[src/rtl/pc_ctrl_if.sv]
// pc_ctrl_if: bundle of the sequencer's control, fetch and decode signals.
//
// Signals:
//   Start    - one-cycle pulse that (re)starts the program at PC 0
//   Instr    - 9-bit instruction read combinationally from memory at PC
//   Zero     - ALU zero flag for the instruction currently issued
//   LutWe    - jump-table write enable (honoured only while idle)
//   LutAddr  - jump-table write index
//   LutData  - jump-table write data (a PC value)
//   PC       - instruction-memory address
//   Opcode   - Instr[8:6]
//   RegSel   - Instr[5:4]
//   Imm      - Instr[3:0]
//   Valid    - issued instruction is live this cycle
//   Done     - program finished, held until the next Start
//   CycleCnt - count of RUN cycles (zero unless the counter is built in)
//
// Modports: slave is the pc_ctrl side, master is the environment side.

interface pc_ctrl_if #(
    parameter int unsigned PC_W = 10
);
    logic            Start;
    logic [8:0]      Instr;
    logic            Zero;
    logic            LutWe;
    logic [3:0]      LutAddr;
    logic [PC_W-1:0] LutData;
    logic [PC_W-1:0] PC;
    logic [2:0]      Opcode;
    logic [1:0]      RegSel;
    logic [3:0]      Imm;
    logic            Valid;
    logic            Done;
    logic [15:0]     CycleCnt;

    modport slave (
        input  Start, Instr, Zero, LutWe, LutAddr, LutData,
        output PC, Opcode, RegSel, Imm, Valid, Done, CycleCnt
    );

    modport master (
        output Start, Instr, Zero, LutWe, LutAddr, LutData,
        input  PC, Opcode, RegSel, Imm, Valid, Done, CycleCnt
    );
endinterface

[src/rtl/pc_ctrl.sv]
// pc_ctrl: program counter and instruction sequencer feeding the ALU.
//
// Holds the PC, drives the instruction-memory address, slices each fetched
// instruction into Opcode/RegSel/Imm, latches the ALU zero flag for
// conditional jumps and runs the Start/Done program handshake. Jump targets
// come from a small table that can only be written while idle.
//
// Ports:
//   Clk   - system clock, all state updates on the rising edge
//   Reset - synchronous, active-high reset (clears the jump table too)
//   bus   - pc_ctrl_if.slave, see the interface file for the signal list
//
// Optional feature: define CYCLE_COUNT_EN to build the saturating 16-bit
// RUN-cycle counter; otherwise CycleCnt is tied to zero.

module pc_ctrl #(
    parameter int unsigned PC_W      = 10,
    parameter int unsigned LUT_DEPTH = 16
) (
    input logic      Clk,
    input logic      Reset,
    pc_ctrl_if.slave bus
);

    localparam logic [2:0] OpJmp = 3'b101;

    typedef enum logic [1:0] {
        StIdle,
        StRun,
        StDone
    } state_e;

    state_e          state_q, state_d;
    logic [PC_W-1:0] pc_q, pc_d;
    logic            z_q, z_d;
    logic            valid_q, valid_d;
    logic            done_q, done_d;
    logic [PC_W-1:0] lut_q [LUT_DEPTH];
    logic [PC_W-1:0] lut_d [LUT_DEPTH];

    logic [PC_W-1:0] pc_inc;
    logic            pc_at_end;
    logic            is_jmp;
    logic            taken;
    logic            halt;
    logic [PC_W-1:0] target;
    logic            imm_in_range;
    logic            waddr_in_range;

    // Decode fields are pure slices of the fetched word in every state.
    assign bus.Opcode = bus.Instr[8:6];
    assign bus.RegSel = bus.Instr[5:4];
    assign bus.Imm    = bus.Instr[3:0];

    assign bus.PC    = pc_q;
    assign bus.Valid = valid_q;
    assign bus.Done  = done_q;

    assign pc_inc    = pc_q + {{(PC_W-1){1'b0}}, 1'b1};
    assign pc_at_end = (pc_q == {PC_W{1'b1}});
    assign is_jmp    = (bus.Instr[8:6] == OpJmp);

    // Entries beyond the table depth read as target 0 / are not writable.
    assign imm_in_range   = ({28'd0, bus.Instr[3:0]} < LUT_DEPTH);
    assign waddr_in_range = ({28'd0, bus.LutAddr} < LUT_DEPTH);
    assign target         = imm_in_range ? lut_q[bus.Instr[3:0]] : '0;

    // Jump condition lives in RegSel: 00 always, 01 on Z, 10 on !Z, 11 halt.
    always_comb begin
        taken = 1'b0;
        halt  = 1'b0;
        if (is_jmp) begin
            unique case (bus.Instr[5:4])
                2'b00: taken = 1'b1;
                2'b01: taken = z_q;
                2'b10: taken = ~z_q;
                2'b11: halt  = 1'b1;
                default: ;
            endcase
        end
    end

    always_comb begin
        state_d = state_q;
        pc_d    = pc_q;
        z_d     = z_q;
        valid_d = valid_q;
        done_d  = done_q;
        lut_d   = lut_q;

        case (state_q)
            StIdle: begin
                // A write in the Start cycle still lands before the first jump.
                if (bus.LutWe && waddr_in_range) begin
                    lut_d[bus.LutAddr] = bus.LutData;
                end
                if (bus.Start) begin
                    state_d = StRun;
                    pc_d    = '0;
                    z_d     = 1'b0;
                    valid_d = 1'b1;
                    done_d  = 1'b0;
                end
            end

            StRun: begin
                // JMP leaves the latched flag alone so a chain of jumps can
                // all test the last ALU result.
                if (!is_jmp) begin
                    z_d = bus.Zero;
                end
                if (halt) begin
                    state_d = StDone;
                    valid_d = 1'b0;
                    done_d  = 1'b1;
                end else if (taken) begin
                    pc_d = target;
                end else if (pc_at_end) begin
                    // No wrap: running off the end of memory finishes the program.
                    state_d = StDone;
                    valid_d = 1'b0;
                    done_d  = 1'b1;
                end else begin
                    pc_d = pc_inc;
                end
            end

            StDone: begin
                if (bus.Start) begin
                    state_d = StRun;
                    pc_d    = '0;
                    z_d     = 1'b0;
                    valid_d = 1'b1;
                    done_d  = 1'b0;
                end
            end

            default: begin
                state_d = StIdle;
                valid_d = 1'b0;
                done_d  = 1'b0;
            end
        endcase
    end

    always_ff @(posedge Clk) begin
        if (Reset) begin
            state_q <= StIdle;
            pc_q    <= '0;
            z_q     <= 1'b0;
            valid_q <= 1'b0;
            done_q  <= 1'b0;
            lut_q   <= '{default: '0};
        end else begin
            state_q <= state_d;
            pc_q    <= pc_d;
            z_q     <= z_d;
            valid_q <= valid_d;
            done_q  <= done_d;
            lut_q   <= lut_d;
        end
    end

`ifdef CYCLE_COUNT_EN
    logic [15:0] cnt_q, cnt_d;

    // Counts every RUN cycle including the halting one; cleared by any
    // accepted Start, frozen outside RUN.
    always_comb begin
        cnt_d = cnt_q;
        if (bus.Start && (state_q != StRun)) begin
            cnt_d = '0;
        end else if ((state_q == StRun) && (cnt_q != 16'hFFFF)) begin
            cnt_d = cnt_q + 16'd1;
        end
    end

    always_ff @(posedge Clk) begin
        if (Reset) begin
            cnt_q <= '0;
        end else begin
            cnt_q <= cnt_d;
        end
    end

    assign bus.CycleCnt = cnt_q;
`else
    assign bus.CycleCnt = '0;
`endif

endmodule

[src/flat_wrapper.sv]
// flat-port wrapper written by rule: the top's interface ports become plain ports
module pc_ctrl_flat 
#(
    parameter int unsigned PC_W      = 10,
    parameter int unsigned LUT_DEPTH = 16
)
  (Clk, Reset, bus_Start, bus_Instr, bus_Zero, bus_LutWe, bus_LutAddr, bus_LutData, bus_PC, bus_Opcode, bus_RegSel, bus_Imm, bus_Valid, bus_Done, bus_CycleCnt);
  pc_ctrl_if #(.PC_W(PC_W)) bus_i ();
  input logic Clk;
  input logic Reset;
  input wire logic [$bits(bus_i.Start)-1:0] bus_Start;
  input wire logic [$bits(bus_i.Instr)-1:0] bus_Instr;
  input wire logic [$bits(bus_i.Zero)-1:0] bus_Zero;
  input wire logic [$bits(bus_i.LutWe)-1:0] bus_LutWe;
  input wire logic [$bits(bus_i.LutAddr)-1:0] bus_LutAddr;
  input wire logic [$bits(bus_i.LutData)-1:0] bus_LutData;
  output wire logic [$bits(bus_i.PC)-1:0] bus_PC;
  output wire logic [$bits(bus_i.Opcode)-1:0] bus_Opcode;
  output wire logic [$bits(bus_i.RegSel)-1:0] bus_RegSel;
  output wire logic [$bits(bus_i.Imm)-1:0] bus_Imm;
  output wire logic [$bits(bus_i.Valid)-1:0] bus_Valid;
  output wire logic [$bits(bus_i.Done)-1:0] bus_Done;
  output wire logic [$bits(bus_i.CycleCnt)-1:0] bus_CycleCnt;
  assign bus_i.Start = bus_Start;
  assign bus_i.Instr = bus_Instr;
  assign bus_i.Zero = bus_Zero;
  assign bus_i.LutWe = bus_LutWe;
  assign bus_i.LutAddr = bus_LutAddr;
  assign bus_i.LutData = bus_LutData;
  assign bus_PC = bus_i.PC;
  assign bus_Opcode = bus_i.Opcode;
  assign bus_RegSel = bus_i.RegSel;
  assign bus_Imm = bus_i.Imm;
  assign bus_Valid = bus_i.Valid;
  assign bus_Done = bus_i.Done;
  assign bus_CycleCnt = bus_i.CycleCnt;
  pc_ctrl #(.PC_W(PC_W), .LUT_DEPTH(LUT_DEPTH)) u_core (.Clk(Clk), .Reset(Reset), .bus(bus_i));
endmodule
[config.mk]
export PLATFORM = sky130hd
export DESIGN_NAME = pc_ctrl_flat
export DESIGN_NICKNAME = d
export VERILOG_FILES = /design/src/rtl/pc_ctrl_if.sv /design/src/rtl/pc_ctrl.sv /design/src/flat_wrapper.sv
export SDC_FILE = /design/constraint.sdc
export NUM_CORES = 1
export LEC_CHECK = 0
export ABC_AREA = 1
export CAP_MARGIN = 20
export CORE_MARGIN = 10
export CORE_UTILIZATION = 55
export DETAILED_ROUTE_END_ITERATION = 7
export PLACE_DENSITY = 0.72
export SYNTH_ARGS = -nofsm -noshare
export SYNTH_HDL_FRONTEND = slang
export SYNTH_SLANG_ARGS = --single-unit
[constraint.sdc]
create_clock -name Clk -period 1.85 [get_ports Clk]
set_input_delay 0.2775 -clock Clk [delete_from_list [all_inputs] [get_ports Clk]]
set_output_delay 0.2775 -clock Clk [all_outputs]
set_load 0.005 [all_outputs]
==> impl_metrics.ini, run 1 <==
[run_status]
status = finished, final reports clean

[critical_path]
worst_ep_arrival_time_ns = 1.45
rr_worst_depth = 8
worst-setup-path-type = reg -> out
crit_path_end_kind = output port
worst-endpoint-required_ns = 1.57
crit_path_start = u_core.bus.PC[2]
cp_max_fo = 6
startpoint_type = flip-flop
r2r-start = u_core.bus.PC[0]

[timing]
setup_violations = 0
finClkSkew_ns = 0.00680
period_share_pct = 93.3
holdWs_ns = 0.449
fin_ws_ns = 0.123
finalMaxSlewViolations = 0
fmax_mhz = 579
hold_viol_final = 0
finalCriticalPeriod_ns = 1.73
slew_headroom_pct = 65.0
rsz0062_at_grt = false
tightestPinTransition_ns = 0.524

[die]
die_x_um = 142
row_count = 44
io_pins = 65
core_um2 = 14600
die_y_um = 142
die_area_um2 = 20200
initial_utilization_pct = 56.2

[synth]
synth.distinct_cells = 33
synth_seq_cells = 174
ys_top_cells_by_count = nor2_1 (229), o21ai_0 (209), dfxtp_1 (174)
synth_ff_type = dfxtp_1
synth_edf_count = 0
yosys.area.top_type = dfxtp_1
ys_seq_area_share_pct = 42.5
synth_top_area_share_pct = 42.5
synth_most_common_cell = nor2_1
ys_warn_count = 0
synthesis.area_um2 = 8200
async_flop_share_pct = 0
synth_area_leaders = dfxtp_1 (42%), o21ai_0 (13%), nor2_1 (10%), a21oi_1 (6.7%), nand3_1 (5.9%)
synthCells = 1199
syn_area_per_cell_um2 = 6.84

[final_layout]
fin_nets = 1257
diodes = 0
final_layout_size_suffix_gt1_share_pct = 10.3
syn_to_final_growth_pct = 16.7
fin_area_um2 = 9570

[routing]
route.detailed.wl_per_inst_um = 16.2
dr_wl_met3_mm = 1.56
dr.pass1.iters = 5
dr.first_iter.drc_count = 798
drtAntennaViolNets = 0
vias = 7841
wl_mm = 23.1
highest_layer = met4
dr_wl_met2_mm = 10.7
wirelength_met1_mm = 10.3
vias_per_cell = 5.50
post-route-drc-count = 0

[global_route]
grt_max_degree = 73
grt_overflow_total = 0
antenna_found_initial = 0
track_usage_pct = 22.5
grt_first_pass_wirelength_mm = 36.9
grt_pass1_vias = 7016

[clock_network]
ctsHoldBuffers = 0
numCtsBuffers = 17
clock_latency_ns = 0.44
clock_sinks = 174
clk_pin_slew_ns = 0.07
htreeDepth = 4
root_buffer = clkbuf_16
cts_tree = done
cts_max_path_buffers = 2

[power]
cellPowerDensity_nw_per_um2 = 901
ir_worst_vdd_mv = 0.663
power_frac_clock_pct = 44.7
power_frac_comb_pct = 10.6
intPower_uw = 6460
pwr-share-seq_pct = 44.7
swShare_pct = 25.1
p_total_uw = 8620
leakage_uw = 0.00393
p_sw_uw = 2170

[placement]
gp_congestion = 0.888
post_dp_cell_area_um2 = 8940
portBuffers = 48
pre_cts_slack_ns = -0.132
dp_hpwl_mm = 15.3

[flow_run]
drv_cap = 0

[hold_path]
holdPathStages = 2
hp-start = u_core.lut_q[53]
min_path_type = reg -> reg
==> registers in the layout, summed over array words and instances (netlist names) <==
name / cells
u_core.bus.PC: 10
u_core.z_q: 1
u_core.lut_q: 160
u_core.state_q: 2
u_core.bus.Valid: 1
==> worst max-delay path, stage by stage, from the launching register on <==
cell	delay [ns]
dfxtp_1	0.35
buf_4	0.16
clkdlybuf4s50_1	0.50
==> layout by cell type, fill, tap and decap left out, types with 5 or more instances in the layout <==
cell type and n:
conb_1 16, dfxtp_1 174, nand2_1 114, nor2_1 229
buf_12 11, o21ai_0 209, clkbuf_16 17, nand3_1 97
buf_4 41, o211ai_1 13, a21oi_2 6, a21oi_1 109
inv_2 22, clkdlybuf4s50_1 46, clkinv_2 5, inv_1 89
nor2_2 8
==> cell type report <==
class / count / area (µm²)
inverter: 113 / 425
fill: 1323 / 5020
timing repair buffer: 99 / 993
tap: 184 / 230
multi-input combinational: 823 / 3810
clock buffer: 18 / 439
sequential: 174 / 3480
clock inverter: 14 / 189
==> path summary, 6_finish.rpt <==
| path | slack (ns) | end |
|---|---|---|
| setup / recovery | 0.12 | bus_PC[2] |
| hold / removal | 0.45 | u_core.lut_q[53] |
| setup reg to reg | 0.17 | u_core.bus.PC[6] |
| hold reg to reg | 0.45 | u_core.lut_q[53] |
==> layer usage <==
layer,vias to the layer above,track usage [%]
met5,-,0
met3,33,4.54
li1,3917,-
met1,3605,30.3
met4,0,8.02
met2,286,34.8
==> power by group through the flow <==
stage	clock [µW]	sequential [µW]	combinational [µW]
after floorplan	0	3940	566
after global placement	0	3940	887
after detailed placement	0	3940	894
after CTS	3870	3860	900
after global routing	4040	3860	1000
final	3850	3860	913
==> metrics by stage <==
step	util, %	setup TNS [ns]	instances
floorplan	-	0	1214
detailed placement	61.3	-2.83	1393
global route	65.6	0	1425
CTS	65.6	0	1425
finish	65.6	0	1425
global placement	61.3	-1.18	1393
==> kinds of logic (layout without fill, tap and decap cells) <==
group / Yosys count / count (layout) / synth area share, %
other cells: 1 / 16 / 0.0457
flops: 174 / 174 / 42.5
simple gates: 457 / 457 / 23.1
xor+xnor: 7 / 7 / 0.748
buf+inv: 217 / 244 / 11.8
compound gates: 342 / 342 / 21.7
fa+ha+maj: 1 / 1 / 0.153
==> what timing repair did <==
action,in CTS,in global routing
setup buffers,0,0
endpoints found under the hold margin,0,0
setup endpoints to repair,0,4
gates resized for setup,0,1
(Power assumes the default switching activity.)
==> run 2, diff against run 1 <==
Settings changed: CAP_MARGIN 20 to 15.
Clock period 1.85 ns to 2.18 ns, I/O delays scaled along.
==> run 2 against run 1 <==
Count of clock-buffer cells in the layout up 3. Worst setup slack gained 0.27 ns. Critical path depth decreased by 1. Critical path type unchanged. Highest routed layer unchanged.
==> impl_metrics.ini, run 2 (synthesized netlist as in run 1, its figures left out) <==
[final_layout]
syn_to_final_growth_pct = 14.6
largest_reg_flops = 160
num-fill-cells = 1332
regArea_um2 = 3480
multi_input_area_um2 = 3800
regMostFlops = u_core.lut_q
most-common-layout-cells = nor2_1 (229), o21ai_0 (209), dfxtp_1 (174)
final_common_cell = nor2_1
fin_area_um2 = 9400
fin_nets = 1246
final_layout_size_suffix_gt1_share_pct = 9.28
diodes = 0
fin_util_pct = 64.4

[power]
swShare_pct = 24.7
pwr-share-seq_pct = 45.8
power_frac_clock_pct = 43.8
intPower_uw = 5390
ir_worst_vdd_mv = 0.584
p_sw_uw = 1770
power_frac_comb_pct = 10.4
cellPowerDensity_nw_per_um2 = 762
leakage_uw = 0.00383
p_total_uw = 7160

[global_route]
antenna_found_initial = 0
grt_first_pass_wirelength_mm = 37.2
grt_overflow_total = 0
track_usage_pct = 22.7
grt_pass1_vias = 7044
grt_max_degree = 67

[timing]
fmax_mhz = 559
period_share_pct = 82.1
tightestPinTransition_ns = 0.771
slew_headroom_pct = 48.5
rsz0062_at_grt = false
finalMaxSlewViolations = 0
setup_violations = 0
holdWs_ns = 0.447
fin_tns_setup_ns = 0
finalCriticalPeriod_ns = 1.79
hold_viol_final = 0
finClkSkew_ns = 0.00860

[run_status]
status = finished, final reports clean

[routing]
vias = 7763
route.detailed.wl_per_inst_um = 16.4
vias_per_cell = 5.50
dr.first_iter.drc_count = 829
dr.pass1.iters = 5
post-route-drc-count = 0
drtAntennaViolNets = 0
wl_mm = 23.1

[critical_path]
worst_ep_arrival_time_ns = 1.46
cp_top_family = buffers and inverters
critPathBufInv = 1
crit_path_end_kind = output port
crit_path_start = u_core.bus.PC[2]
worstPathCellList = clkdlybuf4s50_1
r2r-start = u_core.bus.PC[0]
cpPeakStageDelay_ns = 0.56
startpoint_type = flip-flop
cpMaxStageDelayCell = clkdlybuf4s50_1
cp_max_fo = 7
worst-setup-path-type = reg -> out
worst-endpoint-required_ns = 1.85

[hold_path]
hp-start = u_core.lut_q[54]
min_path_type = reg -> reg

[clock_network]
ctsHoldBuffers = 0
numCtsBuffers = 17
clock_latency_ns = 0.44
root_buffer = clkbuf_16
cts_resized = 0
clock_sinks = 174
cts_setup_buffers = 0
cts_tree = done
cts_max_path_buffers = 2
clk_pin_slew_ns = 0.06
htreeDepth = 4

[placement]
dp_hpwl_mm = 15.2
gp_congestion = 0.881
post_dp_cell_area_um2 = 8790
portBuffers = 48

[die]
io_pins = 65
die_y_um = 142
die_area_um2 = 20200
row_count = 44
initial_utilization_pct = 56.2
die_x_um = 142
core_um2 = 14600

[flow_run]
drv_cap = 0
-- run 2: changes by cell type in the layout (fill, tap and decap cells not counted), sizes merged --
| cell | change |
|---|---|
| inv | -2 |
| clkbuf | +3 |
| clkinvlp | -1 |
| buf | -11 |
| clkinv | -1 |
| bufinv | -1 |
-- run 2: layout make-up --
class	instances	share of cell area, %
well taps	184	2.45
multi-input cells	823	40.5
repair buffers	88	9.03
clock inverters	9	1.45
inverters	113	4.53
clock buffers	21	5.01
flip-flops and latches	174	37.1
-- run 2: power by group through the flow --
stage	Combinational (µW)	Clock (µW)	Sequential, µW
after global placement	723	0	3350
after CTS	735	3160	3280
after floorplan	480	0	3340
after global routing	821	3310	3280
final	747	3140	3280
after detailed placement	731	0	3350
-- run 2: worst reg2reg max path: stages (launching register included) --
cell and delay (ns):
dfxtp_1 0.43, ha_1 0.25, nand3_1 0.13, nor3_2 0.23
nand2_2 0.10, o21bai_4 0.15, buf_12 0.17, nand3_1 0.10
a21oi_2 0.15
-- run 2: through the flow --
step	instances	worst slack (ns)
6_report	1412	0.391
5_1_grt	1412	0.226
4_1_cts	1412	0.388
3_5_place_dp	1382	0.119
3_3_place_gp	1382	0.191
2_1_floorplan	1214	0.546
-- run 2: metal layers --
| layer | GRT usage (%) | routed length (µm) |
|---|---|---|
| met5 | 0 | 0 |
| met4 | 6.62 | 340 |
| met3 | 4.64 | 1680 |
| met2 | 35.8 | 10700 |
| met1 | 30.4 | 10400 |
-- run 2: final timing paths --
path                       to  slack [ns]  cells past startpoint
max                 bus_PC[2]        0.39                      1
min          u_core.lut_q[54]        0.45                      2
max reg2reg  u_core.bus.PC[2]        0.41                      8
min reg2reg  u_core.lut_q[54]        0.45                      2
